--- config.mk ---
export PLATFORM = sky130hd
export DESIGN_NAME = ftdi_rx_ctrl
export DESIGN_NICKNAME = d
export VERILOG_FILES = /design/src/rtl/ftdi_rx_ctrl.sv
export SDC_FILE = /design/constraint.sdc
export NUM_CORES = 1
export LEC_CHECK = 0
export ABC_AREA = 1
export CORE_ASPECT_RATIO = 0.9
export CORE_MARGIN = 4
export CORE_UTILIZATION = 30
export DETAILED_ROUTE_END_ITERATION = 8
export GPL_TIMING_DRIVEN = 0
export PLACE_DENSITY = 0.55
export SYNTH_ARGS = -nofsm -noshare
export SYNTH_HDL_FRONTEND = slang
export SYNTH_SLANG_ARGS = --single-unit
--- constraint.sdc ---
create_clock -name clk -period 2.4 [get_ports clk]
set_clock_uncertainty 0.2 [all_clocks]
set_input_delay 0.24 -clock clk [delete_from_list [all_inputs] [get_ports clk]]
set_output_delay 0.24 -clock clk [all_outputs]
set_load 0.01 [all_outputs]
--- src/rtl/ftdi_rx_ctrl.sv ---
// ftdi_rx_ctrl: paces FTDI FIFO byte reads (one activate pulse per byte),
// buffers each byte in a 2**AW circular buffer and streams it out.
// Ports: clk, rst (async, active low); iFIFO_RXF_n, oACT_RD_n, iRUN_RD_n,
// iDONE_RD_n, iRD_DATA (reader side); oRX_DATA, oRX_VALID, iRX_READY,
// oRX_LEVEL (consumer side); oERR (timeout pulse).
// Optional: define FTDI_RX_TIMEOUT_EN to abort a WAIT with no done strobe.
module ftdi_rx_ctrl #(
  parameter int AW          = 4,
  parameter int GAP_CYC     = 2,
  parameter int TIMEOUT_CYC = 64
) (
  input  logic        clk,
  input  logic        rst,
  input  logic        iFIFO_RXF_n,
  output logic        oACT_RD_n,
  input  logic        iRUN_RD_n,
  input  logic        iDONE_RD_n,
  input  logic [7:0]  iRD_DATA,
  output logic [7:0]  oRX_DATA,
  output logic        oRX_VALID,
  input  logic        iRX_READY,
  output logic [AW:0] oRX_LEVEL,
  output logic        oERR
);

  localparam int DEPTH = 1 << AW;
  // One counter serves GAP and the WAIT timeout; they never overlap.
  localparam int CMAX = (TIMEOUT_CYC > GAP_CYC) ? TIMEOUT_CYC : GAP_CYC;
  localparam int CW   = $clog2(CMAX + 1);

  localparam logic [1:0] S_IDLE = 2'd0;
  localparam logic [1:0] S_REQ  = 2'd1;
  localparam logic [1:0] S_WAIT = 2'd2;
  localparam logic [1:0] S_GAP  = 2'd3;

  localparam logic [AW:0]   LVL_FULL = (AW+1)'(DEPTH);
  localparam logic [AW:0]   LVL_RSV  = (AW+1)'(DEPTH - 1);
  localparam logic [CW-1:0] GAP_LAST = CW'(GAP_CYC - 1);

  logic [1:0]    state;
  logic [CW-1:0] cnt;
  logic [7:0]    mem [DEPTH];
  logic [AW-1:0] wptr;
  logic [AW-1:0] rptr;
  logic [AW-1:0] rptr_nxt;
  logic [AW:0]   level;
  logic          done;
  logic          start;
  logic          wr;
  logic          pop;

  assign done  = ~iDONE_RD_n;
  // One slot stays free for the byte already in flight.
  assign start = ~iFIFO_RXF_n & iRUN_RD_n & (level < LVL_RSV);
  assign wr    = (state == S_WAIT) & done & (level != LVL_FULL);
  assign pop   = oRX_VALID & iRX_READY;

  assign rptr_nxt  = rptr + {{(AW-1){1'b0}}, pop};
  assign oRX_LEVEL = level;

`ifdef FTDI_RX_TIMEOUT_EN
  localparam logic [CW-1:0] TO_LAST = CW'(TIMEOUT_CYC - 1);
  logic err_q;
  assign oERR = err_q;
`else
  assign oERR = 1'b0;
`endif

  always_ff @(posedge clk or negedge rst) begin
    if (!rst) begin
      state     <= S_IDLE;
      cnt       <= '0;
      oACT_RD_n <= 1'b1;
`ifdef FTDI_RX_TIMEOUT_EN
      err_q     <= 1'b0;
`endif
    end else begin
      oACT_RD_n <= 1'b1;
`ifdef FTDI_RX_TIMEOUT_EN
      err_q     <= 1'b0;
`endif
      unique case (state)
        S_IDLE: begin
          if (start) begin
            state     <= S_REQ;
            oACT_RD_n <= 1'b0;
          end
        end
        S_REQ: begin
          state <= S_WAIT;
          cnt   <= '0;
        end
        S_WAIT: begin
          if (done) begin
            state <= S_GAP;
            cnt   <= '0;
          end
`ifdef FTDI_RX_TIMEOUT_EN
          else if (cnt == TO_LAST) begin
            state <= S_GAP;
            cnt   <= '0;
            err_q <= 1'b1;
          end else begin
            cnt <= cnt + CW'(1);
          end
`endif
        end
        S_GAP: begin
          if (cnt == GAP_LAST) state <= S_IDLE;
          else cnt <= cnt + CW'(1);
        end
        default: state <= S_IDLE;
      endcase
    end
  end

  always_ff @(posedge clk) begin
    if (wr) mem[wptr] <= iRD_DATA;
  end

  // Head registers read the pre-write array, so a fresh byte shows up
  // one edge after it is stored; level - pop counts only older bytes.
  always_ff @(posedge clk or negedge rst) begin
    if (!rst) begin
      wptr      <= '0;
      rptr      <= '0;
      level     <= '0;
      oRX_DATA  <= 8'h00;
      oRX_VALID <= 1'b0;
    end else begin
      if (wr) wptr <= wptr + AW'(1);
      rptr      <= rptr_nxt;
      level     <= level + {{AW{1'b0}}, wr} - {{AW{1'b0}}, pop};
      oRX_DATA  <= mem[rptr_nxt];
      oRX_VALID <= (level != {{AW{1'b0}}, pop});
    end
  end

endmodule

Word-level counts from Yosys, hierarchy flattened
Memory sizes are Yosys's and may differ from the RTL's. A register that Yosys moved wholly into a read port is not among the register bits.
Index checks and enable logic that the tools add are counted.
{"block": "classes", "n_addsub": 5, "n_lt_le_gt_ge": 1, "n_eq_ne": 10, "muxes": 11, "bitwise": 7, "n_reduce_logical": 5}
{"cell": "$pmux W7 S3", "count": 1}
{"cell": "$mux W7", "count": 2}
{"cell": "$ne A2 B2 Y1 const B", "count": 4}
{"cell": "$pmux W2 S4", "count": 1}
{"cell": "$add A7 B1 Y7 const B", "count": 1}
{"cell": "$eq A7 B1 Y1 const B", "count": 1}
{"cell": "$mux W2", "count": 3}
{"cell": "$reduce_and A3 Y1", "count": 2}
{"cell": "$add A5 B1 Y5", "count": 1}
{"cell": "$and A1 B1 Y1", "count": 5}
{"cell": "$lt A5 B4 Y1 const B", "count": 1}
{"cell": "$ne A5 B1 Y1", "count": 1}
{"cell": "$ne A5 B5 Y1 const B", "count": 1}
{"cell": "$sub A5 B1 Y5", "count": 1}
{"cell": "$add A4 B1 Y4", "count": 1}
{"cell": "$add A4 B1 Y4 const B", "count": 1}
{"cell": "$eq A2 B2 Y1 const B", "count": 2}
{"cell": "$mux W1", "count": 4}
{"cell": "$reduce_bool A3 Y1", "count": 1}
{"cell": "$eq A2 B1 Y1 const B", "count": 1}
{"cell": "$logic_not A2 Y1", "count": 1}
{"cell": "$not A1 Y1", "count": 2}
{"cell": "$logic_not A1 Y1", "count": 1}
{"block": "totals", "regBits": 24, "ram_bits": 128, "in_bits": 14, "out_inout_bits": 16, "wordCells": 47, "mem_count": 1}
{"memory": "mem", "words": 16, "word_bits": 8, "read_ports": 1, "rd_clocked_by_memory_dff": 1, "write_ports": 1, "line": "42", "text": "logic [7:0] mem [DEPTH];"}

Depth between registers and ports, before layout
{"block": "depth", "word_depth": 5, "mapped_depth": 12, "mapped_depth_nobuf": 12}

Worst setup path before layout
OpenSTA, ideal clock, no wires.
{"block": "synth_path", "path_type": "register to register", "from": "register level[2], in the netlist oRX_LEVEL[2]", "to": "register level[4], in the netlist oRX_LEVEL[4]", "setup_ps": 80, "arrival_time_ps": 2179, "t_required_ps": 2120, "path_slack_ps": -59, "path_stages_with_launch": 13, "path_buffers": 0, "period_less_slack_ps": 2459, "cell_sequence": "dfrtp_1 -> inv_1 -> ha_1 -> nand3_1 -> nand3b_1 -> ha_1 -> inv_1 -> ha_1 -> fa_1 -> a21oi_1 -> nor2_1 -> nor2_1 -> xnor2_1"}
{"block": "synth_via", "elab_chain_cells": 4}
{"item": "from (decl)", "line": "46", "text": "logic [AW:0] level;"}
{"item": "from (signal assigned)", "line": "133", "text": "level <= level + {{AW{1'b0}}, wr} - {{AW{1'b0}}, pop};"}
{"item": "$ne A5 B5 Y1", "line": "55", "text": "assign wr = (state == S_WAIT) & done & (level != LVL_FULL);"}
{"item": "$and A1 B1 Y1", "line": "55"}
{"item": "$add A5 B1 Y5 (*)", "line": "133"}
{"item": "$sub A5 B1 Y5 (*)", "line": "133"}
Every way passes the cells marked *; elsewhere a longest branch is shown, timed or not.
A chain may end at the register's enable or synchronous reset.

Final worst setup path
{"block": "layout_path", "from": "register level[3], in the netlist oRX_LEVEL[3]", "to": "memory mem[9][5], enable pin"}
{"block": "layout_via", "elab_chain_cells": 4}
{"item": "$ne A5 B5 Y1", "line": "55"}
{"item": "$and A1 B1 Y1", "line": "55"}
{"item": "$mux W1", "line": "118", "text": "if (wr) mem[wptr] <= iRD_DATA;"}
{"item": "$mux W1 (not written as such)", "line": "118"}
{"item": "to (decl)", "line": "42"}
No other way between the ends.

==> results.ini <==
[outcome]
status = complete, no violations

[clock_network]
cts_root_buf = clkbuf_16
cts_tree = done
cts_inserted_buffers = 17
htreeDepth = 4
clk_pin_slew_ps = 70
cts.sinks = 160
clk-insertion-delay-late_ps = 430
clock_path_buffers = 2

[place]
io_buffer_count = 28
place_congestion = 0.919
dp_hpwl_um = 11200
place_ws_ps = -468
dp_cells = 962
dpl_cell_area_mm2 = 0.00757

[timing]
fin_crit_ps = 2380
maxSlewHeadroom = 0.434
grt_setup_unrepaired = true
fmax_ghz = 0.420
setup_viol = 0
hold_ws_ps = 162
layout_setup_ws_ps = 20.2
post-route-period-util = 0.992
worst_pin_slew_ps = 847
hold_viol = 0
report.final.slew_viol_count = 0

[global_routing]
grt_max_degree = 33
grt_overflow = 0
grt_pass1_vias = 4354
grt_pass1_wl_um = 25200
track_usage = 0.130
antenna_found_initial = 0

[power_and_ir_drop]
finalPower_mw = 11.0
swShare = 0.398
ir_drop_v = 0.000595
p_int_mw = 6.62
p_switching_mw = 4.38
power.density_mw_per_mm2 = 1310
comb_power_share = 0.443
leakagePower_nw = 3.26
power_frac_clock = 0.238
share_seq_of_total_power = 0.319

[synthesis]
synth-xor-area-share = 0.0127
syn-num-nets = 672
syn_avg_cell_area_um2 = 10.8
synth-edff-count = 128
ys_top_cells_by_area = edfxtp_1, nand2_1, dfrtp_1, nand3_1, nor2_1
synth-compound-area-share = 0.0268
synth_top_area_share = 0.556
synth_most_common_cell = nand2_1
synth_seq_area_share = 0.672
synth_area_mm2 = 0.00691
synth-seq-cells = 160
yosys-mux-area-fraction = 0
synth_ff_type = edfxtp_1
yosys.area_share.adder = 0.0391
synth_top_family_by_area = simple AND/OR/NAND/NOR gates
synth_top_area_cell = edfxtp_1
syn-instance-count = 637
yosys_warnings = 0
yosys.cell_types.count = 28
netlist_top_cells_count = nand2_1, edfxtp_1, nor2_1, nand3_1, o21ai_0
async_flop_share = 0.200
synthSimpleGateAreaFrac = 0.216

[die]
ios = 30
start_util = 0.306
core-area_mm2 = 0.0226
die_y_um = 152
die-area_mm2 = 0.0255
rows = 52
die_w_um = 168

[worst_hold_path]
min_path_cells = 2
min_from = iRUN_RD_n
hold_end = oACT_RD_n$_DFF_PN1_
hold_path.class = input port to flop

[critical_path]
critical_path_buf_inv_count = 3
cp_max_fo = 9
startpoint_type = flop
slowest_delay_ps = 480
rr_worst_depth = 8
cp_top_family = simple AND/OR/NAND/NOR gates
r2r-end = mem[9][5]$_DFFE_PP_
startpoint = oRX_LEVEL[3]$_DFF_PN0_
critical_path_class = flop to flop
arrival_ps = 2250
critPathSlowestCell = nor2_2
crit_required_ps = 2270
worstSetupEndpointType = flop
crit-reg2reg-launch = oRX_LEVEL[3]$_DFF_PN0_
worstPathCellList = inv_2 > ha_4 > nand3_2 > nand3b_1 > buf_4 > clkinv_1 > nand2_1 > nor2_2
rrSetupSlack_ps = 20

[cells_and_area]
area_growth_pct = 21.7
fin_cells = 1005
layout.nets = 730
drive_gt1_frac = 0.153
diodes = 0
design_area_mm2 = 0.00841

[route]
vias = 4598
first_pass_iters = 5
routed_wl_um = 16300
first_iter_violations = 416
antenna_left = 0
wl_per_cell_um = 16.2
vias_per_cell = 4.58
drc_errors = 0

[job]
maxCapViolCount = 0

==> per-layer routing <==
layer	track usage	up-vias	wire length, µm
met5	0	-	0
met4	0.0309	0	232
met3	0.0403	18	1030
met2	0.186	117	7120
met1	0.193	2203	7910
li1	-	2260	-
==> cells in the final DEF, fill, tap and decap left out, types with 13 or more instances in the layout <==
cell,synthesis,layout
buf_4,3,13
clkbuf_16,0,17
clkdlybuf4s50_1,0,27
dfrtp_1,31,30
edfxtp_1,128,128
ha_1,20,17
inv_1,25,20
nand2_1,207,207
nand3_1,60,59
nor2_1,76,60
o21ai_0,34,33
==> metrics by stage <==
| step | TNS, ps | util |
|---|---|---|
| CTS | -2920 | 0.366 |
| floorplan | 0 | - |
| finish | 0 | 0.373 |
| global route | -4110 | 0.373 |
| global placement | -27240 | 0.335 |
| detailed placement | -27430 | 0.335 |
==> logic make-up after synthesis <==
group / count (synthesis)
and+or+nand+nor: 359
DFF: 160
buffers and inverters: 52
AOI/OAI and AO/OA: 37
adders and majority gates: 21
xor gates and xnor gates: 7
other: 1
==> worst max-delay path by stage <==
stage	to	slack, ps	cells after the start
finish	mem[9][5]$_DFFE_PP_	20	8
global route	oRX_LEVEL[4]$_DFF_PN0_	-100	12
CTS	mem[4][0]$_DFFE_PP_	-140	7
detailed placement	oRX_DATA[1]$_DFF_PN0_	-470	12
global placement	oRX_DATA[1]$_DFF_PN0_	-490	12
floorplan	oRX_LEVEL[4]$_DFF_PN0_	5	12
==> repair_timing <==
item / 4_1_cts / 5_1_grt
pin swaps: 6 / 8
gates resized for setup: 30 / 49
setup endpoints to repair: 138 / 122
hold buffers: 1 / 0
hold endpoints to repair: 31 / 0
buffers inserted: 5 / 5
==> power groups by stage <==
stage / logic, mW / registers (mW) / clock network [mW]
5_1_grt: 5.39 / 3.54 / 2.80
3_5_place_dp: 4.41 / 3.56 / 0
6_report: 4.87 / 3.50 / 2.61
3_3_place_gp: 4.38 / 3.56 / 0
4_1_cts: 4.62 / 3.50 / 2.68
2_1_floorplan: 2.83 / 3.58 / 0
==> sequential cells by signal (all words and copies together) (netlist names) <==
register / flops
state: 2
oRX_DATA: 8
wptr: 4
cnt: 7
oACT_RD_n: 1
oRX_LEVEL: 5
rptr: 4
mem: 128
oRX_VALID: 1
==> final cells by class <==
cell class / instances / area (µm²)
multi-input cells: 425 / 2170
flip-flops and latches: 160 / 4650
plain buffers: 23 / 176
fillers: 2235 / 14200
well taps: 297 / 372
inverters: 29 / 111
clock inverters: 15 / 145
repair buffers: 39 / 364
clock buffers: 17 / 425
No activity file was read; power rests on OpenSTA's default activity.
